File: src/rtl/sum_arbiter.sv
// Shared WIDTH-bit adder with a round-robin arbiter over CHANNELS requesters,
// per-channel accumulators and a DEPTH-stage stallable result pipeline.
// Define SUM_SAT_EN to saturate results on carry instead of wrapping.
module sum_arbiter #(
  parameter int WIDTH    = 8,
  parameter int CHANNELS = 2,
  parameter int DEPTH    = 2,
  localparam int CW      = (CHANNELS > 1) ? $clog2(CHANNELS) : 1
) (
  input  logic                      clock,
  input  logic                      reset,
  input  logic [CHANNELS-1:0]       req_valid,
  output logic [CHANNELS-1:0]       req_ready,
  input  logic [CHANNELS*WIDTH-1:0] req_a,
  input  logic [CHANNELS*WIDTH-1:0] req_b,
  input  logic [CHANNELS-1:0]       req_acc,
  output logic                      rsp_valid,
  input  logic                      rsp_ready,
  output logic [CW-1:0]             rsp_chan,
  output logic [WIDTH-1:0]          rsp_sum,
  output logic                      rsp_ovf
);

  logic [DEPTH-1:0] stg_valid;
  logic [DEPTH-1:0] stg_ovf;
  logic [CW-1:0]    stg_chan [DEPTH];
  logic [WIDTH-1:0] stg_sum  [DEPTH];

  logic [WIDTH-1:0] acc   [CHANNELS];
  logic [WIDTH-1:0] a_arr [CHANNELS];
  logic [WIDTH-1:0] b_arr [CHANNELS];

  logic [CW-1:0]    ptr;
  logic [CW-1:0]    next_ptr;
  logic [CW-1:0]    grant_idx;
  logic             grant_any;
  logic             advance;
  logic [WIDTH-1:0] op_a;
  logic [WIDTH-1:0] op_b;
  logic [WIDTH:0]   full;
  logic [WIDTH-1:0] result;

  assign advance = !stg_valid[DEPTH-1] || rsp_ready;

  always_comb begin
    for (int c = 0; c < CHANNELS; c++) begin
      a_arr[c] = req_a[c*WIDTH +: WIDTH];
      b_arr[c] = req_b[c*WIDTH +: WIDTH];
    end
  end

  // First valid channel at or after the pointer wins; nothing is granted while stalled.
  always_comb begin
    logic [CW-1:0] idx;
    idx       = '0;
    req_ready = '0;
    grant_any = 1'b0;
    grant_idx = '0;
    if (advance) begin
      for (int i = 0; i < CHANNELS; i++) begin
        idx = CW'((int'(ptr) + i) % CHANNELS);
        if (!grant_any && req_valid[idx]) begin
          grant_any = 1'b1;
          grant_idx = idx;
        end
      end
    end
    req_ready[grant_idx] = grant_any;
  end

  always_comb begin
    next_ptr = (grant_idx == CW'(CHANNELS - 1)) ? '0 : grant_idx + 1'b1;
    op_a     = a_arr[grant_idx];
    op_b     = req_acc[grant_idx] ? acc[grant_idx] : b_arr[grant_idx];
    full     = {1'b0, op_a} + {1'b0, op_b};
`ifdef SUM_SAT_EN
    result   = full[WIDTH] ? '1 : full[WIDTH-1:0];
`else
    result   = full[WIDTH-1:0];
`endif
  end

  // Accumulator writes land at the accept edge so back-to-back accumulates chain.
  always_ff @(posedge clock or posedge reset) begin
    if (reset) begin
      ptr <= '0;
      for (int c = 0; c < CHANNELS; c++) acc[c] <= '0;
    end else if (grant_any) begin
      ptr <= next_ptr;
      if (req_acc[grant_idx]) acc[grant_idx] <= result;
    end
  end

  always_ff @(posedge clock or posedge reset) begin
    if (reset) begin
      stg_valid <= '0;
      stg_ovf   <= '0;
      for (int i = 0; i < DEPTH; i++) begin
        stg_chan[i] <= '0;
        stg_sum[i]  <= '0;
      end
    end else if (advance) begin
      stg_valid[0] <= grant_any;
      stg_ovf[0]   <= full[WIDTH];
      stg_chan[0]  <= grant_idx;
      stg_sum[0]   <= result;
      for (int i = 1; i < DEPTH; i++) begin
        stg_valid[i] <= stg_valid[i-1];
        stg_ovf[i]   <= stg_ovf[i-1];
        stg_chan[i]  <= stg_chan[i-1];
        stg_sum[i]   <= stg_sum[i-1];
      end
    end
  end

  assign rsp_valid = stg_valid[DEPTH-1];
  assign rsp_ovf   = stg_ovf[DEPTH-1];
  assign rsp_chan  = stg_chan[DEPTH-1];
  assign rsp_sum   = stg_sum[DEPTH-1];

endmodule

File: config.mk
export PLATFORM = sky130hd
export DESIGN_NAME = sum_arbiter
export DESIGN_NICKNAME = d
export VERILOG_FILES = /design/src/rtl/sum_arbiter.sv
export SDC_FILE = /design/constraint.sdc
export NUM_CORES = 1
export LEC_CHECK = 0
export BUFFER_PORTS_ARGS = -buffer_cell sky130_fd_sc_hd__buf_4
export CORE_ASPECT_RATIO = 0.7
export CORE_MARGIN = 3
export CORE_UTILIZATION = 35
export DETAILED_ROUTE_END_ITERATION = 10
export PLACE_DENSITY = 0.53
export SYNTH_ARGS = -nofsm -noshare
export SYNTH_HDL_FRONTEND = slang
export SYNTH_SLANG_ARGS = --single-unit
export TNS_END_PERCENT = 30
File: constraint.sdc
create_clock -name clock -period 4.18 [get_ports clock]
set_clock_uncertainty 0.15 [all_clocks]
set_input_delay 0.836 -clock clock [delete_from_list [all_inputs] [get_ports clock]]
set_output_delay 0.836 -clock clock [all_outputs]
set_load 0.01 [all_outputs]
Yosys cells after proc, flatten, opt, wreduce, memory -nomap -nowiden

Index checks and enable logic that the tools add are counted.

Word-level logic and storage cells: 56
Output and inout port bits: 13
Register bits after elaboration: 39

$add $sub $neg: 3
Reduce and logical (&&, ||, !) cells: 7
Mux-type cells: 29
Order comparisons: 6
Bitwise gates (word level): 2

Operators with widths:

| cell                | number |
|---|---|
| $mux 8              | 11 |
| $bwmux 16           | 1 |
| $mux 1              | 15 |
| $add 8x8->9         | 1 |
| $demux 8 s1         | 1 |
| $lt 1x2->1 const B  | 3 |
| $logic_and 1x1->1   | 3 |
| $add 1x1->1 const B | 2 |
| $and 2x2->2         | 1 |
| $ge 2x2->1 const B  | 1 |
| $logic_not 1->1     | 2 |
| $lt 2x1->1 const B  | 1 |
| $not 1->2           | 1 |
| $reduce_and 2->1    | 1 |
| $demux 1 s1         | 1 |
| $ge 1x1->1 const B  | 1 |
| $logic_or 1x1->1    | 1 |

Logic depth before layout (Yosys ltp)

Depth in word-level cells: 15
Gate-level depth with buffers: 15
Gate-level depth less buffers: 13

Worst setup path before layout

No wires, ideal clock.

Path type: in2reg
Start: in rsp_ready
End: reg acc[14] (netlist name)
Data arrival time: 2.963 ns
Path slack: 0.936 ns
Cell stages on the path: 14
Path buffers: 2
Path through: nand2b_1 buf_6 nand3_4 clkbuf_1 a211oi_1 a21oi_1 ha_1 inv_1 fa_1 nor2b_1 o31ai_1 a21oi_1 xnor2_1 o21ai_0

Longest elaborated chain between the ends: 9
Elaborated cells on any way between the ends: 24
Those cells by class: 1 x add/sub; 2 x order compare; 17 x mux; 1 x bitwise; 3 x reduce/logical

RTL lines:

| what                                      | line       | source |
|---|---|---|
| from (decl)                               | 18         | `input logic rsp_ready,` |
| $logic_or 1x1->1 (*)                      | 43         | `assign advance = !stg_valid[DEPTH-1] \|\| rsp_ready;` |
| $mux 1                                    | 59         | `if (advance) begin` |
| $not 1->2 (not written as such)           | 73, 74, 90 |  |
| $mux 8 (not written as such) (3 in a row) | 74         | `op_b = req_acc[grant_idx] ? acc[grant_idx] : b_arr[grant_idx];` |
| $mux 8                                    | 74         |  |
| $add 8x8->9                               | 75         | `full = {1'b0, op_a} + {1'b0, op_b};` |
| $bwmux 16                                 | 90         | `if (req_acc[grant_idx]) acc[grant_idx] <= result;` |
| to (signal, indexed assignment)           | 90         |  |
| to (decl)                                 | 29         | `logic [WIDTH-1:0] acc [CHANNELS];` |

Every way passes the cells marked *; elsewhere a longest branch is shown, timed or not. The select of a mux whose other input is x is not followed.
A chain may end at the register's enable or synchronous reset.

Final worst setup path

Same ends and word-level chain as after synthesis.

==> impl_metrics.py <==
metrics = {
    "clock_network": {
        "cts_tree": "yes",
        "clockRootBuffer": "sky130_fd_sc_hd__clkbuf_8",
        "cts_buffers": 5,
        "cts_setup_buffers": 0,
        "clkTransAtPathRegs_ns": 0.08,
        "clk-insertion-delay-late_ns": 0.29,
        "cts_num_sinks": 39,
        "post_cts_resize_count": 0,
        "cts_buffer_depth": 2,
        "number_of_levels_in_the_clock_h_tree": 2,
        "post_cts_hold_buffer_count": 0,
    },
    "die": {
        "initial_utilization_pct": 37.36,
        "std_cell_rows": 23,
        "boundaryPins": 52,
        "chipHeight_um": 72.56,
        "die_w_um": 101.1,
        "fp.dieArea_um2": 7334,
        "core-area_um2": 5928,
    },
    "synthesis": {
        "yosys_warnings": 0,
        "synth_seq_cells": 39,
        "seq_area_frac_synth_pct": 44.07,
        "netlist_area_before_placement_um2": 2215,
        "avgSynthCellArea_um2": 9.003,
        "synth-main-ff-cell": "sky130_fd_sc_hd__dfrtp_1",
        "number_of_synthesized_flops_with_an_enable_pin": 0,
        "asr_flop_ratio_synth_pct": 100.0,
        "syn_nets": 294,
        "yosys.cell_types.count": 35,
        "syn-instance-count": 246,
    },
    "global_routing": {
        "grt_antenna_before_repair": 0,
        "grt_pass1_wl_um": 8700,
        "maximum_number_of_pins_on_one_net_before_global_route_repair": 29,
        "grt_pass1_vias": 1817,
        "track_usage_pct": 15.27,
        "gr-total-overflow": 0,
    },
    "critical_path": {
        "regToRegStartpoint": "ptr$_DFFE_PP0P_",
        "rr_endpoint": "acc[14]$_DFFE_PP0P_",
        "crit_path_max_fanout": 24,
        "r2r_cells": 13,
        "timing.critical_path.required_ns": 4.19,
        "reg2reg_slack_ns": 1.14,
        "end_kind": "register",
        "start_kind": "input pin",
        "worst-setup-path-type": "in -> reg",
        "worst_ep_arrival_time_ns": 3.30,
    },
    "hold_path": {
        "hp-class": "reg -> reg",
        "timing.hold.worst.start": "stg_valid[0]$_DFFE_PP0P_",
        "hold_path_depth": 1,
        "worst_hold_path.endpoint": "stg_valid[1]$_DFFE_PP0P_",
    },
    "timing": {
        "min_period_over_period_pct": 78.82,
        "setup_violating_endpoint_count_in_the_final_report": 0,
        "finalSetupTns_ns": 0,
        "grt_setup_unrepaired": "false",
        "max_freq_mhz": 303.5,
        "tightest_slew_ns": 1.119,
        "final_period_minus_worst_setup_slack_ns": 3.295,
        "finalHoldViolCount": 0,
        "worst_slew_margin_rel_pct": 25.34,
        "maxSlewViolCount": 0,
        "fin_hold_ws_ns": 0.3097,
    },
    "drt": {
        "post_drt_via_cell_ratio": 4.879,
        "drc_errors": 0,
        "postRouteWirelength_um": 5125,
        "drtPass1Iterations": 4,
        "detail_route.iter0.violations": 29,
        "drtAntennaViolNets": 0,
        "routed-via-count": 1771,
        "route.detailed.wl_per_inst_um": 14.12,
    },
    "power_and_ir_drop": {
        "worst_ir_drop_vdd_mv": 0.1866,
        "leakage_power_of_the_design_nw": 1.332,
        "power_density_nw_per_um2": 564.9,
    },
    "cells_and_area": {
        "fin_nets": 335,
        "share_of_the_core_filled_with_cells_pct": 45.17,
        "fraction_of_final_layout_cells_sized_beyond_drive_strength_1_pct": 26.04,
        "seqCellArea_um2": 975.9,
        "num_antenna_cells": 0,
        "postLayoutCellArea_um2": 2678,
        "post_layout_nonfiller_instances": 363,
        "multi_input_area_um2": 1102,
        "area_growth_syn_to_layout_pct": 20.90,
        "num-fill-cells": 617,
    },
    "placed_design": {
        "gpl.final_weighted_congestion": 0.8520,
        "placement.io_buffers": 51,
        "place.detailed.instances": 355,
        "dp_hpwl_um": 3909,
        "postPlaceCellArea_um2": 2596,
    },
    "run_status": {
        "run_status": "finished, final reports clean",
    },
    "job": {
        "max-cap-violations": 0,
    },
}
==> worst max path at each step <==
stage | slack [ns] | endpoint | from | cells past startpoint
final | 0.89 | acc[14]$_DFFE_PP0P_ | rsp_ready | 14
after global routing | 0.56 | acc[6]$_DFFE_PP0P_ | rsp_ready | 14
after CTS | 0.88 | acc[14]$_DFFE_PP0P_ | rsp_ready | 14
after detailed placement | 0.57 | acc[14]$_DFFE_PP0P_ | rsp_ready | 14
after global placement | 0.63 | acc[14]$_DFFE_PP0P_ | rsp_ready | 14
after floorplan | 0.94 | acc[14]$_DFFE_PP0P_ | rsp_ready | 14
==> worst max-delay path, cell delays in order <==
cell and delay, ns:
sky130_fd_sc_hd__buf_4 0.08, sky130_fd_sc_hd__nand2b_1 0.16, sky130_fd_sc_hd__nand3_4 0.27, sky130_fd_sc_hd__inv_2 0.28
sky130_fd_sc_hd__nand2_1 0.08, sky130_fd_sc_hd__nand2_1 0.06, sky130_fd_sc_hd__ha_1 0.19, sky130_fd_sc_hd__inv_1 0.07
sky130_fd_sc_hd__fa_1 0.40, sky130_fd_sc_hd__nor2b_1 0.16, sky130_fd_sc_hd__o31ai_1 0.12, sky130_fd_sc_hd__a21oi_1 0.25
sky130_fd_sc_hd__xnor2_1 0.21, sky130_fd_sc_hd__o21ai_0 0.14
==> layout make-up <==
cell class | count | share of cell area (%)
multi-input combinational | 182 | 41.17
sequential | 39 | 36.45
timing repair buffer | 54 | 15.14
tap | 75 | 3.505
clock buffer | 7 | 2.850
inverter | 5 | 0.7009
clock inverter | 1 | 0.1869
==> where the power goes <==
part / switching (mW) / internal, mW / leakage, nW
clock network: 0.128 / 0.117 / 0.0422
registers: 0.0869 / 0.545 / 0.464
logic: 0.327 / 0.308 / 0.825
total: 0.542 / 0.970 / 1.33
==> Yosys cell counts, drive strengths merged, types with 2 or more instances <==
| cell type | count | area (µm²) |
|---|---|---|
| a211oi | 7 | 52.55 |
| a21oi | 15 | 75.07 |
| buf | 13 | 91.34 |
| clkbuf | 7 | 26.28 |
| dfrtp | 39 | 975.9 |
| ha | 8 | 100.1 |
| inv | 5 | 18.76 |
| mux2 | 12 | 135.1 |
| mux2i | 10 | 100.1 |
| nand2 | 79 | 296.5 |
| nand2b | 3 | 18.77 |
| nor2 | 9 | 33.78 |
| nor2b | 9 | 56.30 |
| o211ai | 2 | 20.02 |
| o21ai | 10 | 50.05 |
| xnor2 | 2 | 17.52 |
| xor2 | 2 | 17.52 |
==> cells by family after synthesis <==
logic type,share of synthesized area [%]
AO/OA/AOI/OAI,12.43
XOR/XNOR,1.582
adder cells (fa/ha/maj),5.424
buffers and inverters,6.158
flip-flops,44.07
multiplexers,10.62
AND/OR/NAND/NOR,19.72
==> layer usage <==
layer  part of all wire, %  track usage (%)  wire length (µm)
met1                    50            21.66              2542
met2                    45            23.41              2310
met3                   4.9            4.035               249
met4                  0.45            3.540                23
met5                     0                0                 0
==> stage by stage <==
step | setup WS, ns | power (mW)
final | 0.8852 | 1.513
after detailed placement | 0.5738 | 1.284
after CTS | 0.8800 | 1.534
after floorplan | 0.9364 | 1.112
after global placement | 0.6331 | 1.271
after global routing | 0.5620 | 1.653
==> cells in the final DEF (no fill, tap or decap), types with 3 or more instances in the layout <==
cell type and n:
sky130_fd_sc_hd__nand2_1 79, sky130_fd_sc_hd__buf_4 54, sky130_fd_sc_hd__dfrtp_1 39, sky130_fd_sc_hd__a21oi_1 15, sky130_fd_sc_hd__mux2_2 12, sky130_fd_sc_hd__o21ai_0 10, sky130_fd_sc_hd__mux2i_1 10, sky130_fd_sc_hd__nor2b_1 9
sky130_fd_sc_hd__nor2_1 9, sky130_fd_sc_hd__ha_1 8, sky130_fd_sc_hd__a211oi_1 7, sky130_fd_sc_hd__clkbuf_8 5, sky130_fd_sc_hd__inv_1 4, sky130_fd_sc_hd__nand2b_1 3
==> state kept, by name (all words and copies together), names as in the netlist <==
signal,flops
ptr,1
stg_ovf,2
stg_sum,8
rsp_sum,8
stg_chan,1
rsp_chan,1
acc,16
stg_valid,2
(Power assumes the default switching activity.)
